### src/rtl/seg_595_dynamic.sv
// Six-digit multiplexed seven-segment driver: sequential binary-to-BCD, digit
// formatting (blanking, sign, dp), digit scan, and 74HC595 serialization.
module seg_595_dynamic #(
  parameter int CNT_MAX = 49_999
) (
  input  logic        sys_clk,
  input  logic        sys_rst_n,
  input  logic [19:0] data,
  input  logic [5:0]  point,
  input  logic        sign,
  input  logic        seg_en,
  output logic        stcp,
  output logic        shcp,
  output logic        ds,
  output logic        oe
);

  localparam int CW = (CNT_MAX < 1) ? 1 : $clog2(CNT_MAX + 1);
  localparam logic [CW-1:0] DWELL_LAST = CW'(CNT_MAX);

  typedef enum logic [1:0] {IDLE, SHIFT, DONE} bcd_state_t;

  bcd_state_t  state, state_next;
  logic [4:0]  shift_cnt;
  logic [43:0] dd_reg, dd_adj;
  logic [23:0] bcd_reg;

  logic [CW-1:0] cnt_dwell;
  logic [2:0]    idx, idx_next, hi_digit;
  logic [5:0]    sel_reg, sel_next;
  logic [7:0]    seg_reg, seg_next;
  logic [3:0]    digit_val;

  logic [1:0]  cnt_4;
  logic [3:0]  cnt_bit;
  logic [13:0] frame_reg, frame_live, frame_cur;

  function automatic logic [7:0] seg_code(input logic [3:0] d);
    case (d)
      4'd0:    seg_code = 8'hC0;
      4'd1:    seg_code = 8'hF9;
      4'd2:    seg_code = 8'hA4;
      4'd3:    seg_code = 8'hB0;
      4'd4:    seg_code = 8'h99;
      4'd5:    seg_code = 8'h92;
      4'd6:    seg_code = 8'h82;
      4'd7:    seg_code = 8'hF8;
      4'd8:    seg_code = 8'h80;
      4'd9:    seg_code = 8'h90;
      default: seg_code = 8'hFF;
    endcase
  endfunction

  always_ff @(posedge sys_clk or negedge sys_rst_n) begin
    if (!sys_rst_n) state <= IDLE;
    else            state <= state_next;
  end

  always_comb begin
    state_next = state;
    case (state)
      IDLE:    state_next = SHIFT;
      SHIFT:   if (shift_cnt == 5'd19) state_next = DONE;
      DONE:    state_next = IDLE;
      default: state_next = IDLE;
    endcase
  end

  // Double-dabble step: correct every BCD nibble that would overflow on doubling
  always_comb begin
    dd_adj = dd_reg;
    for (int k = 0; k < 6; k++) begin
      if (dd_reg[20+4*k +: 4] >= 4'd5)
        dd_adj[20+4*k +: 4] = dd_reg[20+4*k +: 4] + 4'd3;
    end
  end

  always_ff @(posedge sys_clk or negedge sys_rst_n) begin
    if (!sys_rst_n) begin
      dd_reg    <= '0;
      shift_cnt <= '0;
      bcd_reg   <= '0;
    end else begin
      case (state)
        IDLE: begin
          dd_reg    <= {24'd0, data};
          shift_cnt <= '0;
        end
        SHIFT: begin
          dd_reg    <= dd_adj << 1;
          shift_cnt <= shift_cnt + 5'd1;
        end
        DONE:    bcd_reg <= dd_reg[43:20];
        default: ;
      endcase
    end
  end

  // Pattern for the digit that becomes active at the next dwell wrap
  always_comb begin
    hi_digit = 3'd0;
    for (int k = 1; k < 6; k++) begin
      if (bcd_reg[4*k +: 4] != 4'd0) hi_digit = 3'(k);
    end
    idx_next  = (idx == 3'd5) ? 3'd0 : idx + 3'd1;
    sel_next  = 6'b000001 << idx_next;
    digit_val = bcd_reg[{idx_next, 2'b00} +: 4];
    seg_next  = 8'hFF;
    if (seg_en) begin
      if (idx_next <= hi_digit)
        seg_next = seg_code(digit_val);
      else if (sign && (idx_next == hi_digit + 3'd1))
        seg_next = 8'hBF;
      if (point[idx_next]) seg_next[7] = 1'b0;
    end
  end

  always_ff @(posedge sys_clk or negedge sys_rst_n) begin
    if (!sys_rst_n) begin
      cnt_dwell <= '0;
      idx       <= 3'd0;
      sel_reg   <= 6'b000001;
      seg_reg   <= 8'hFF;
    end else if (cnt_dwell == DWELL_LAST) begin
      cnt_dwell <= '0;
      idx       <= idx_next;
      sel_reg   <= sel_next;
      seg_reg   <= seg_next;
    end else begin
      cnt_dwell <= cnt_dwell + CW'(1);
    end
  end

  // Bit 0 is taken live so the frame snapshot and its first bit coincide
  assign frame_live = {seg_reg, sel_reg};
  assign frame_cur  = (cnt_bit == 4'd0) ? frame_live : frame_reg;

  always_ff @(posedge sys_clk or negedge sys_rst_n) begin
    if (!sys_rst_n) begin
      cnt_4     <= 2'd0;
      cnt_bit   <= 4'd0;
      frame_reg <= {8'hFF, 6'b000001};
      ds        <= 1'b0;
      shcp      <= 1'b0;
      stcp      <= 1'b0;
      oe        <= 1'b1;
    end else begin
      cnt_4 <= cnt_4 + 2'd1;
      if (cnt_4 == 2'd3)
        cnt_bit <= (cnt_bit == 4'd13) ? 4'd0 : cnt_bit + 4'd1;
      if (cnt_bit == 4'd0 && cnt_4 == 2'd0)
        frame_reg <= frame_live;
      if (cnt_4 == 2'd0)
        ds <= frame_cur[cnt_bit];
      shcp <= cnt_4[1];
      stcp <= (cnt_bit == 4'd13) && (cnt_4 == 2'd3);
      oe   <= 1'b0;
    end
  end

endmodule

### config.mk
export PLATFORM = sky130hd
export DESIGN_NAME = seg_595_dynamic
export DESIGN_NICKNAME = d
export VERILOG_FILES = /design/src/rtl/seg_595_dynamic.sv
export SDC_FILE = /design/constraint.sdc
export NUM_CORES = 1
export LEC_CHECK = 0
export CORE_MARGIN = 2
export CORE_UTILIZATION = 50
export CTS_CLUSTER_DIAMETER = 80
export DETAILED_ROUTE_END_ITERATION = 7
export PLACE_DENSITY_LB_ADDON = 0.08
export REMOVE_ABC_BUFFERS = 1
export SLEW_MARGIN = 20
export SYNTH_ARGS = -nofsm -noshare
export SYNTH_HDL_FRONTEND = slang
export SYNTH_SLANG_ARGS = --single-unit
### constraint.sdc
create_clock -name sys_clk -period 5.25 [get_ports sys_clk]
set_input_delay 0.7875 -clock sys_clk [delete_from_list [all_inputs] [get_ports sys_clk]]
set_output_delay 0.7875 -clock sys_clk [all_outputs]
set_load 0.01 [all_outputs]
== Word-level counts from Yosys, hierarchy flattened ==
Memory sizes are Yosys's and may differ from the RTL's.
Index checks and enable logic that the tools add are counted.

* Flip-flop bits (word level): 132
* Bits of input ports: 30
* Logic and storage cells: 87
* Memories kept: 1
* ROM bits: 112

{| class="wikitable"
|+ Memory list
! name !! words !! width !! rd ports !! clocked after Yosys merged registers in !! wr ports !! line !! source
|-
| (no name shown) || 16 || 7 || 1 || 0 || 0 || 39 || <nowiki>case (d)</nowiki>
|}

* Shifts and indexed selects: 2
* Muxes and demuxes: 27
* $lt $le $gt $ge: 9
* Reduce and logical (&&, ||, !) cells: 12
* Add/sub/neg operators: 12
* Equality and inequality tests: 9

{| class="wikitable"
|+ Operators by type and width
! kind !! count
|-
| one-hot mux 44 bit (2 select lines) || 1
|-
| greater-or-equal comparator 4 x 3 -> 1 bit (second input constant) || 6
|-
| two-way mux 4 bit || 6
|-
| indexed part select 24 x 6 -> 4 bit || 1
|-
| adder 4 x 2 -> 4 bit (second input constant) || 5
|-
| nonzero test 4 bit || 5
|-
| two-way mux 3 bit || 6
|-
| adder 16 x 1 -> 16 bit (second input constant) || 1
|-
| == test 16 bit (second input constant) || 1
|-
| two-way mux 16 bit || 1
|-
| two-way mux 8 bit || 2
|-
| two-way mux 14 bit || 1
|-
| one-hot mux 5 bit (2 select lines) || 1
|-
| two-way mux 7 bit || 1
|-
| adder 3 x 1 -> 3 bit (second input constant) || 2
|-
| left shift 1 x 3 -> 6 bit (first input constant) || 1
|-
| adder 5 x 1 -> 5 bit (second input constant) || 1
|-
| == test 5 bit (second input constant) || 1
|-
| less-than comparator 4 x 5 -> 1 bit (second input constant) || 1
|-
| adder 4 x 1 -> 4 bit (second input constant) || 1
|-
| binary-select mux 1 bit (select 4 bit) || 1
|-
| == test 2 bit (second input constant) || 2
|-
| == test 4 bit (second input constant) || 1
|-
| zero test 2 bit || 2
|-
| other kinds (15) || 20
|}

== Longest topological paths before layout ==
Gate-level depths: netlist of run 1.

* Depth in word-level cells: 13
* Mapped depth: 10
* Mapped depth without buffers: 9

== Worst setup path after synthesis of run 1 ==
OpenSTA, ideal clock, no wires.

* Path kind: reg-to-reg
* From: register bcd_reg[21]
* To: register seg_reg[6]
* Arrival: 2.417 ns
* Buffers on the path: 0
* Stages on the path, launching flop included: 10
* Path slack: 2.746 ns
* Cells stage by stage: dfrtp_1 -> or4_1 -> nor2_1 -> o21ai_0 -> inv_1 -> ha_1 -> or3_1 -> a221o_1 -> a31oi_1 -> o22ai_1

* Longest elaborated chain between the ends: 8
* Elaborated cells on any way between the ends: 11

{| class="wikitable"
|+ Ends and longest elaborated chain
! what !! line !! source
|-
| start: declaration || 26 || <nowiki>logic [23:0] bcd_reg;</nowiki>
|-
| start signal: assignment || 93 || <nowiki>DONE: bcd_reg <= dd_reg[43:20];</nowiki>
|-
| parallel branches: the longest is 6 deep, another holds memory read (16 x 7 bit) || - ||
|-
| two-way mux 8 bit (*) || 110 || <nowiki>if (idx_next <= hi_digit)</nowiki>
|-
| two-way mux 8 bit (*) || 109 || <nowiki>if (seg_en) begin</nowiki>
|-
| end signal: assignment || 128 || <nowiki>seg_reg <= seg_next;</nowiki>
|-
| end: declaration || 31 || <nowiki>logic [7:0] seg_reg, seg_next;</nowiki>
|}

Mark *: on every way between the ends.
A chain may end at the register's enable or synchronous reset.

== Worst setup path in the final report of run 1 ==
* From: register idx[0]
* To: register seg_reg[1]

* Longest elaborated chain between the ends: 6
* Elaborated cells on any way between the ends: 8

{| class="wikitable"
|+ Ends and longest elaborated chain
! what !! line !! source
|-
| start: declaration || 29 || <nowiki>logic [2:0] idx, idx_next, hi_digit;</nowiki>
|-
| start signal: assignment || 126 || <nowiki>idx <= idx_next;</nowiki>
|-
| adder 3 x 1 -> 3 bit or == test 3 bit (tied branches) || 105 || <nowiki>idx_next = (idx == 3'd5) ? 3'd0 : idx + 3'd1;</nowiki>
|-
| two-way mux 3 bit (*) || 105 ||
|-
| via idx_next[1] || 29 ||
|-
| indexed part select 24 x 6 -> 4 bit || 107 || <nowiki>digit_val = bcd_reg[{idx_next, 2'b00} +: 4];</nowiki>
|-
| memory read (16 x 7 bit) || - ||
|-
| two-way mux 8 bit (*) || 110 ||
|-
| two-way mux 8 bit (*) || 109 ||
|}

The timed path passes the listed nets; every way through them passes the cells marked *.

==> results of run 1 <==
## final cells by class
| type | instances | area [um2] |
|---|---|---|
| multi-input cells | 461 | 3110 |
| clock buffers | 23 | 488 |
| clock inverters | 9 | 150 |
| inverters | 30 | 113 |
| well taps | 176 | 220 |
| flip-flops and latches | 131 | 3300 |
| fillers | 1141 | 5380 |
| repair buffers | 39 | 373 |
## cells in the mapped netlist, types with 5 or more instances
library cell and instances:
nor3b_1 5, o22a_1 5, o21ai_0 74, mux4_2 6
nand2b_1 14, nor2_1 39, dfrtp_1 113, xor2_1 12
a21oi_1 22, nand2_1 88, xnor2_1 13, nand3_1 10
nor3_1 7, clkbuf_1 26, mux2i_1 24, inv_1 30
or4_1 6, a22o_1 8, ha_1 25, o31ai_1 7
mux2_2 26, nor2b_1 5, dfstp_2 18, nand4_1 7
buf_2 7
## power by group through the flow
stage | Sequential, uW | Combinational (uW) | Clock, uW
finish | 1130 | 418 | 1250
global route | 1140 | 473 | 1330
CTS | 1130 | 421 | 1280
detailed placement | 1140 | 415 | 0
global placement | 1140 | 405 | 0
floorplan | 1120 | 300 | 0
## kinds of logic after synthesis
kind of cell	share of synthesized area [%]
buffers and inverters	3.74
AOI/OAI and AO/OA	14.2
xor gates and xnor gates	3.29
muxes	10.0
adders and majority gates	4.69
other	0.0563
and+or+nand+nor	14.5
DFF	49.5
## critical path, cell delays in order, from the launching register on
cell	delay, ps
dfrtp_1	880
or3b_2	530
nand2_1	110
ha_1	260
nor2b_1	140
o21ai_0	210
a32o_1	180
o2111ai_1	230
o22a_1	260
## stage by stage
step	worst slack [ps]	hold slack, ps	instances	util, %
floorplan	2410	378	622	-
global placement	2480	388	837	54.2
detailed placement	2410	396	837	54.2
CTS	2390	408	869	59.1
global route	2110	418	869	59.1
finish	2390	408	869	59.1
## layer usage
metal,track usage (%),vias up,routed length [um]
li1,-,2362,-
met1,25.2,2346,5790
met2,33.6,61,6540
met3,5.56,8,373
met4,6.47,0,119
met5,0,-,0
## final timing paths
path	from	to	slack (ps)	depth (start not counted)
setup / recovery	idx[0]	seg_reg[1]	2390	8
hold / removal	cnt_4[1]	shcp	410	0
setup reg to reg	idx[0]	seg_reg[1]	2390	8
hold reg to reg	cnt_4[1]	shcp	410	0
max in group asynchronous	sys_rst_n	state[1]	3620	2
min in group asynchronous	sys_rst_n	shcp	440	1
==> results_dict.tcl, run 1 <==
set metrics [dict create \
    relSlewSlack_pct 44.2 \
    synth_seq_cells 131 \
    cp-start-kind "register" \
    place_congestion 0.871 \
    cp.arrival_ps 3210 \
    start_util_pct 50.7 \
    final_cell_mix "112 x dfrtp_1, 88 x nand2_1, 74 x o21ai_0" \
    path_clk_slew_ps 60 \
    p_comb_share_pct 15.0 \
    grt_max_degree 66 \
    hold_path_class "register to register" \
    grt_pass1_vias 4783 \
    synth_edf_count 0 \
    synth.area.top_cells "dfrtp_1 42%, dfstp_2 7.1%, o21ai_0 5.6%, nand2_1 5.0%, ha_1 4.7%" \
    largest_register_ffs 44 \
    vias_per_cell 5.50 \
    cts_made_buffers 17 \
    dieArea_mm2 0.0143 \
    clockBufferDepth 2 \
    cts.repair.resized 0 \
    totalWireLength_um 12800 \
    criticalPathCategory "register to register" \
    sw_frac_of_total_pct 24.3 \
    fmax_mhz 349 \
    first_iter_violations 261 \
    fp.dieW_um 119 \
    drive_gt1_share_pct 13.3 \
    syn2layout_area_growth_pct 16.4 \
    grt_pass1_wl_um 22900 \
    post-dp-hpwl_um 8960 \
    postCtsSetupBuffers 0 \
    yosys_warnings 0 \
    async_flop_share_pct 100 \
    num_vias 4777 \
    synthDistinctLibCells 60 \
    clk_latency_ps 420 \
    fin_skew_ps 15.6 \
    outcome "completed" \
    ant_nets 0 \
    slew_violations 0 \
    root_buffer "clkbuf_16" \
    setup_viol 0 \
    grt_remaining_overflow 0 \
    synth.top_cell.area_share_pct 42.4 \
    syn_area_per_cell_um2 10.2 \
    design.core.area_mm2 0.0131 \
    h-tree-depth 4 \
    design_area_mm2 0.00776 \
    drcViolationCount 0 \
    holdBufCountCts 0 \
    total_power_uw 2790 \
    cts_sinks 131 \
    fin_nets 735 \
    max-cap-violations 0 \
    crit_fanout 27 \
    p_leak_uw 0.00345 \
    synth_cells 656 \
    placed_area_mm2 0.00712 \
    switchingPower_uw 678 \
    synth_largest_area_cell "dfrtp_1" \
    hold_viol 0 \
    antenna_cells 0 \
    p_int_uw 2110 \
    seq_area_frac_synth_pct 49.5 \
    worst_slew_pin_slew_ps 838 \
    min_period_ps 2860 \
    final_common_cell "dfrtp_1" \
    grt.total_usage_pct 20.1 \
    drt_pass1_iterations 5 \
    wl_per_cell_um 14.8 \
    setup_tns_ps 0 \
    min_period_over_period_pct 54.5 \
    crit_path_end_kind "register" \
    io_pins 34 \
    antenna_found_initial 0 \
    ys.flop_type "dfrtp_1" \
    seqPwrFrac_pct 40.3 \
    clkPwrFrac_pct 44.7 \
    max-vdd-ir-drop_mv 0.266 \
    cts_tree "built" \
    port_buffers 33 \
    powerDensity_mw_per_mm2 360 \
    synth_area_mm2 0.00666 \
    required_ps 5590 \
    rsz0062_at_grt "no" \
    rows 42 \
    die_h_um 119 \
]
Note: power is estimated with default switching activity, not from simulation.
==> inputs of run 2 (changes only) <==
- clock period: 5.25 -> 2.75 ns (I/O delays scaled with it)
==> run 2 against run 1 <==
  * Die area did not move
  * Sequential power is 90% higher
  * First-iteration DRC count increased by 11%
  * Core utilization increased by 0.81 points
==> results_dict.tcl, run 2 (synthesis results as in run 1) <==
set metrics [dict create \
    slew_violations 0 \
    criticalPathCategory "register to register" \
    placed_area_mm2 0.00724 \
    grt_max_degree 57 \
    min_period_over_period_pct 95.8 \
    first_iter_violations 289 \
    vias_per_cell 5.50 \
    total_power_uw 5260 \
    setup_viol 0 \
    hold_slack_ps 408 \
    sw_frac_of_total_pct 25.4 \
    start_util_pct 50.7 \
    powerDensity_mw_per_mm2 668 \
    path_clk_slew_ps 50 \
    cp.arrival_ps 2970 \
    h-tree-depth 4 \
    switchingPower_uw 1340 \
    grt_pass1_vias 4846 \
    required_ps 3090 \
    p_int_uw 3920 \
    die_h_um 119 \
    hold_viol 0 \
    max-vdd-ir-drop_mv 0.447 \
    clkPwrFrac_pct 42.4 \
    root_buffer "clkbuf_16" \
    fin_nets 748 \
    design.core.area_mm2 0.0131 \
    post-dp-hpwl_um 9410 \
    relSlewSlack_pct 49.4 \
    drive_gt1_share_pct 15.3 \
    crit_fanout 6 \
    postCtsSetupBuffers 0 \
    cts_sinks 131 \
    min_period_ps 2630 \
    io_pins 34 \
    totalWireLength_um 13600 \
    drt_pass1_iterations 4 \
    hold_path_class "register to register" \
    fmax_mhz 380 \
    outcome "completed" \
    clk_latency_ps 420 \
    fp.dieW_um 119 \
    seqPwrFrac_pct 40.9 \
    worst_slew_pin_slew_ps 759 \
    p_leak_uw 0.00349 \
    finalNonFillerCells 882 \
    ant_nets 0 \
    cp-start-kind "register" \
    place_congestion 0.879 \
    final_cell_mix "112 x dfrtp_1, 88 x nand2_1, 73 x o21ai_0" \
    port_buffers 33 \
    max-cap-violations 0 \
    num_vias 4851 \
    grt.total_usage_pct 20.7 \
    design_area_mm2 0.00787 \
    p_comb_share_pct 16.7 \
    antenna_cells 0 \
    crit_path_end_kind "register" \
    fin_skew_ps 9.71 \
    largest_register_ffs 44 \
    cts_made_buffers 17 \
    clockBufferDepth 2 \
    final_common_cell "dfrtp_1" \
    cts_tree "built" \
    drcViolationCount 0 \
    holdCritStartpoint "cnt_4[1]" \
    syn2layout_area_growth_pct 18.0 \
    grt_remaining_overflow 0 \
    cp-startpoint "idx[1]" \
    wl_per_cell_um 15.5 \
    place_inst 849 \
    antenna_found_initial 0 \
    final_util_pct 59.9 \
    dieArea_mm2 0.0143 \
    rows 42 \
    grt_pass1_wl_um 23600 \
    r2r-start "idx[1]" \
]
run 2: cell types whose count changed in the layout (fill, tap and decap cells not counted), sizes merged:
cell | previous run | this run
bufinv | 4 | 3
clkinv | 4 | 1
clkbuf | 23 | 27
buf | 7 | 19
dlygate4sd3 | 0 | 1
run 2: worst max-delay path, stage by stage, from the launching register on:
cell	delay [ps]
dfrtp_1	450
or2_2	330
mux4_2	500
and2_1	210
ha_1	200
or4_1	540
o211a_1	140
o22a_1	180
run 2: what timing repair did:
item	CTS	global route
gates resized for setup	2	10
hold buffers	1	0
setup endpoints to repair	7	7
gates cloned	0	0
endpoints found under the hold margin	33	0
pin swaps	0	3
run 2: final timing paths:
check	cells after the start	slack, ps	to
max	7	120	seg_reg[5]
min	0	410	shcp
max reg2reg	7	120	seg_reg[5]
min reg2reg	0	410	shcp
max in group asynchronous	3	1510	sel_reg[0]
min in group asynchronous	2	520	shcp
run 2: metrics by stage:
stage	TNS, ps	worst slack (ps)
floorplan	-1040	-85.3
global placement	0	65.9
detailed placement	-17.3	-14.6
CTS	0	11.2
global route	-6.02	-6.02
finish	0	116
run 2: power groups by stage:
stage	clock network [uW]	logic, uW	registers (uW)
floorplan	0	573	2140
global placement	0	803	2160
detailed placement	0	812	2170
CTS	2280	829	2140
global route	2350	984	2170
finish	2230	877	2150
run 2: final cells by class:
type / instances / area [um2]
Sequential cell: 131 / 3300
Clock inverter: 5 / 103
Clock buffer: 27 / 473
Timing Repair Buffer: 52 / 498
Multi-Input combinational cell: 461 / 3160
Inverter: 30 / 113
Tap cell: 176 / 220
Fill cell: 1124 / 5270
run 2: metal layers:
layer | vias up | track usage, % | routed length (um)
li1 | 2386 | - | -
met1 | 2364 | 26.9 | 6260
met2 | 78 | 33.8 | 6670
met3 | 23 | 4.36 | 391
met4 | 0 | 8.53 | 311
met5 | - | 0 | 0
==> patch 1, RTL diff (settings of run 2) <==
One comparison of `cnt_bit` changes from == to >=.
--- a/src/rtl/seg_595_dynamic.sv
+++ b/src/rtl/seg_595_dynamic.sv
@@ -148,5 +148,5 @@
       cnt_4 <= cnt_4 + 2'd1;
       if (cnt_4 == 2'd3)
-        cnt_bit <= (cnt_bit == 4'd13) ? 4'd0 : cnt_bit + 4'd1;
+        cnt_bit <= (cnt_bit >= 4'd13) ? 4'd0 : cnt_bit + 4'd1;
       if (cnt_bit == 4'd0 && cnt_4 == 2'd0)
         frame_reg <= frame_live;
Check against the original RTL: no difference found for any inputs over 10 cycles, from zero or initial values and one cycle with sys_rst_n low; that may be too few to reach the edited logic, so the function may still have changed.
==> patch 1 against run 2 <==
  * Setup slack improved by 0.25 ns
  * Wire length decreased by 6.7%
  * Total power decreased by 4.2%
  * Die area increased by 0.92%
  * Final area decreased by 1.3%
  * Sequential share of layout area increased by 0.91 points
  * Sequential cell count increased by 1
  * Synthesized area increased by 0.96%
  * Combinational power decreased by 19%
==> patch 1: results (changes against run 2) <==
WL per Instance=14.6 um (-5.7%); DP HPWL=8950 um (-4.9%); Post-Layout Cell Count=873 (-1.0%); initial antenna violation count=0 (unchanged); critical path peak fanout=5 (-1); outcome=completed; fraction of layout cells with a size suffix above 1=0.142 (-0.0109); flip-flop count of the largest register after layout=44 (unchanged); P_leak=0.00350 uW (+0.14%); Skew-Pair Late Insertion Delay=0.42 ns (about the same); # H-tree levels=4 (unchanged); Clock Skew=0.00674 ns (-0.00298 ns); pre-CTS setup slack=0.390 ns (+0.405 ns); first-pass GRT wire length=22500 um (-4.5%); vias in the first global route=4724 (-2.5%); Synth top cells by count=dfrtp_1 (113), nand2_1 (104), o21ai_0 (82), nor2_1 (32), ha_1 (28); synthesized area per cell=10.3 um2 (+1.1%); HP Class=reg -> reg; CTS buffer count=17 (unchanged); Inst Count DP=840 (-1.1%); 1st-iter DRT viols=316 (+9.3%); arrival time worst endpoint=2.73 ns (-0.24 ns); Max Root-Sink Buffers=2 (unchanged); hold_buf cts=1 (unchanged); Tot GR Track Use=0.196 (-0.0110); Fillers=1149 (+2.2%); gr ovfl total=0 (unchanged); post-synthesis sequential area ratio=0.495 (-0.000792); # setup viols final=0 (unchanged); routability cong.=0.895 (+1.9%); Yosys warnings=0 (unchanged); relative slew slack=0.454 (-0.0406); post_cts resized=0 (-2); nets=742 (-0.80%); Detailed Routing Iterations Pass 1=4 (unchanged); die area=0.0144 mm2 (+0.92%); Via-to-Cell Ratio=5.39 (-2.1%); largest cells by area after synthesis=dfrtp_1 (42%), dfstp_2 (7.4%), o21ai_0 (6.1%); Peak VDD IR=0.470 mV (+5.0%); pin count of the biggest net entering global routing=78 (+37%)
[patch 1: changes by cell type after synthesis, moves of 7 or more]
cell,change
nor2_1,-7
clkbuf_1,-8
nand2_1,+16
inv_1,-8
o21ai_0,+8
[patch 1: layout make-up]
class | count | share of cell area
Sequential cell | 132 | 0.429
Clock inverter | 10 | 0.0139
Inverter | 25 | 0.0121
Timing Repair Buffer | 44 | 0.0548
Tap cell | 176 | 0.0284
Multi-Input combinational cell | 464 | 0.404
Clock buffer | 22 | 0.0585
[patch 1: final timing paths]
| path | startpoint | end | slack (ns) | depth (start not counted) |
|---|---|---|---|---|
| worst max-delay path | bcd_reg[17] | seg_reg[5] | 0.36 | 11 |
| worst min-delay path | cnt_4[1] | shcp | 0.40 | 0 |
| worst max register to register | bcd_reg[17] | seg_reg[5] | 0.36 | 11 |
| worst min register to register | cnt_4[1] | shcp | 0.40 | 0 |
| max in group asynchronous | sys_rst_n | frame_reg[0] | 1.56 | 3 |
| min in group asynchronous | sys_rst_n | cnt_dwell[15] | 0.44 | 2 |
[patch 1: critical path, stage by stage, from the launching register on]
cell and delay (ns):
dfrtp_1 0.39, nor4_1 0.40, nand2_1 0.16, inv_1 0.10, nand2_1 0.07, ha_1 0.28
nor2b_1 0.13, o21ai_0 0.14, a32oi_1 0.10, or2_4 0.29, nor2_4 0.15, a21oi_1 0.08
[patch 1: logic make-up (layout without fill, tap and decap cells)]
group	Yosys count	after routing	synth area share
flops	132	132	0.495
other cells	1	1	0.000557
xor+xnor	28	28	0.0365
buf+inv	59	101	0.0400
mux	62	62	0.110
fa+ha+maj	28	28	0.0521
simple gates	207	207	0.148
compound gates	138	138	0.119
[patch 1: power breakdown]
group	internal (uW)	leakage (uW)	total [uW]	switching, uW
Sequential	2070	0.00166	2170	106
Clock	1350	0.000270	2160	811
Combinational	330	0.00156	707	376
Total	3750	0.00350	5040	1290
[patch 1: metrics by stage]
stage	util	TNS, ns	hold WS, ns	cell area [um2]	power [uW]
after floorplan	-	-0.373	0.117	6550	2670
after global placement	0.545	0	0.346	7190	2880
after detailed placement	0.545	0	0.344	7190	2920
after CTS	0.588	0	0.406	7760	5110
after global routing	0.588	0	0.435	7760	5310
final	0.588	0	0.400	7760	5040
[patch 1: metal layers]
layer / vias up / global-route usage / routed length [um]
li1: 2339 / - / -
met1: 2269 / 0.250 / 5790
met2: 79 / 0.324 / 6270
met3: 15 / 0.0556 / 506
met4: 0 / 0.0632 / 150
met5: - / 0 / 0
==> patch 2, RTL diff (settings of run 2) <==
Made on the original files. Set the parameter `CNT_MAX` to 99_998 (it was 49_999).
--- a/src/rtl/seg_595_dynamic.sv
+++ b/src/rtl/seg_595_dynamic.sv
@@ -2,5 +2,5 @@
 // formatting (blanking, sign, dp), digit scan, and 74HC595 serialization.
 module seg_595_dynamic #(
-  parameter int CNT_MAX = 49_999
+  parameter int CNT_MAX = 99_998
 ) (
   input  logic        sys_clk,
Check against the original RTL: no difference found for any inputs over 10 cycles, from zero or initial values and one cycle with sys_rst_n low; that may be too few to reach the edited logic, so the function may still have changed.
==> patch 2 against run 2 <==
  * Synthesized cell count up 0.15%
  * Total power down 3.5%
  * Sequential cell count up 1
  * Synthesized area down 0.41%
  * Final area down 2.0%
  * Clock skew down 0.00056 ns
  * Wire length down 6.4%
  * Setup slack better by 0.21 ns
==> patch 2: results (changes against run 2) <==
asr flop ratio synth=1.00 (unchanged); Yosys cell types=55 (-8.3%); Clock Skew=0.00916 ns (-0.000555 ns); arrival time worst endpoint=2.76 ns (-0.21 ns); relative slew slack=0.516 (+0.0214); # H-tree levels=4 (unchanged); # diodes=0 (unchanged); fraction of layout cells with a size suffix above 1=0.144 (-0.00889); Fillers=1142 (+1.6%); 1st-iter DRT viols=266 (-8.0%); Detailed Routing Iterations Pass 1=4 (unchanged); vias in the first global route=4840 (-0.12%); Skew-Pair Late Insertion Delay=0.42 ns (about the same); Tot GR Track Use=0.201 (-0.00596); Peak VDD IR=0.479 mV (+7.0%); setup bufs post-CTS=0 (unchanged); CTS root buffer=clkbuf_16; post-synthesis sequential area ratio=0.501 (+0.00583); first-pass GRT wire length=22800 um (-3.1%); max-cap violation count=0 (unchanged); Synth Flop Type=dfrtp_1; WL final=12800 um (-6.4%); critical path peak fanout=5 (-1); pin count of the biggest net entering global routing=58 (+1.8%); outcome=completed; HP Class=reg -> reg; Synth top cells by count=dfrtp_1 (114), nand2_1 (94), o21ai_0 (72), nor2_1 (44); DRC violations left=0 (unchanged); Via-to-Cell Ratio=5.33 (-3.1%); P_leak=0.00348 uW (-0.22%); multi-input logic area=0.00304 mm2 (-3.6%); flip-flop count of the largest register after layout=44 (unchanged); CTS buffer count=17 (unchanged); DP HPWL=8930 um (-5.1%); clock-pin slew on the worst setup and hold paths=0.05 ns (about the same); routability cong.=0.823 (-6.3%); nets=744 (-0.53%); largest cells by area after synthesis=dfrtp_1 (43%), dfstp_2 (7.1%), o21ai_0 (5.4%)
==> patch 2: cell types whose count changed in the layout (fill, tap and decap cells not counted), sizes merged, moves of 5 or more <==
cell	change
nand2	+6
nand3	+11
nand4	-6
nor2	+6
o22a	-5
or4	-6
xnor2	+5
==> patch 2: cell families after synthesis <==
| kind of cell | Yosys count | synth area share |
|---|---|---|
| xor+xnor | 31 | 0.0409 |
| fa+ha+maj | 26 | 0.0490 |
| compound gates | 145 | 0.133 |
| flops | 132 | 0.501 |
| mux | 56 | 0.0960 |
| simple gates | 203 | 0.138 |
| buf+inv | 63 | 0.0415 |
| other cells | 1 | 0.000565 |
==> patch 2: power by group <==
| group | internal, uW | switching (uW) |
|---|---|---|
| combinational | 363 | 395 |
| sequential | 2070 | 107 |
| clock | 1370 | 773 |
==> patch 2: cell type report <==
class | instances | share of cell area
Timing Repair Buffer | 48 | 0.0591
Sequential cell | 132 | 0.431
Tap cell | 176 | 0.0286
Clock inverter | 4 | 0.00600
Multi-Input combinational cell | 462 | 0.395
Clock buffer | 28 | 0.0672
Inverter | 27 | 0.0131
==> patch 2: per-layer routing <==
layer	vias up	track usage	wire, um
li1	2324	-	-
met5	-	0	0
met1	2281	0.259	6000
met4	0	0.0632	180
met3	11	0.0580	428
met2	57	0.329	6150
==> patch 2: path summary, 6_finish.rpt <==
path	start	end	slack, ns	depth (start not counted)
max reg2reg	bcd_reg[16]	seg_reg[2]	0.33	11
max in group asynchronous	sys_rst_n	oe	1.42	3
max	bcd_reg[16]	seg_reg[2]	0.33	11
min reg2reg	cnt_4[1]	shcp	0.41	0
min in group asynchronous	sys_rst_n	cnt_dwell[5]	0.52	2
min	cnt_4[1]	shcp	0.41	0
==> patch 2: what timing repair did <==
item,4_1_cts,5_1_grt
hold endpoints to repair,36,0
setup endpoints to repair,0,6
hold buffers,1,0
gates resized for setup,0,3
==> patch 2: worst max-delay path, stage by stage (launching register included) <==
cell	delay [ns]
dfrtp_1	0.40
nor4_1	0.36
nand2_1	0.15
inv_1	0.10
nand2_1	0.08
ha_1	0.31
nor2b_1	0.14
o21a_1	0.16
o21ai_1	0.20
nand3_1	0.15
nor2_2	0.19
a21oi_1	0.10
==> patch 2: per-stage QoR <==
stage,area [um2],setup WS (ns),instances,power [uW],utilization
after floorplan,6460,-0.0849,621,2700,-
after global placement,7130,0.225,844,2920,0.545
after detailed placement,7130,0.137,844,2960,0.545
after CTS,7700,0.116,877,5130,0.589
after global routing,7710,0.0590,877,5350,0.589
final,7710,0.325,877,5070,0.589
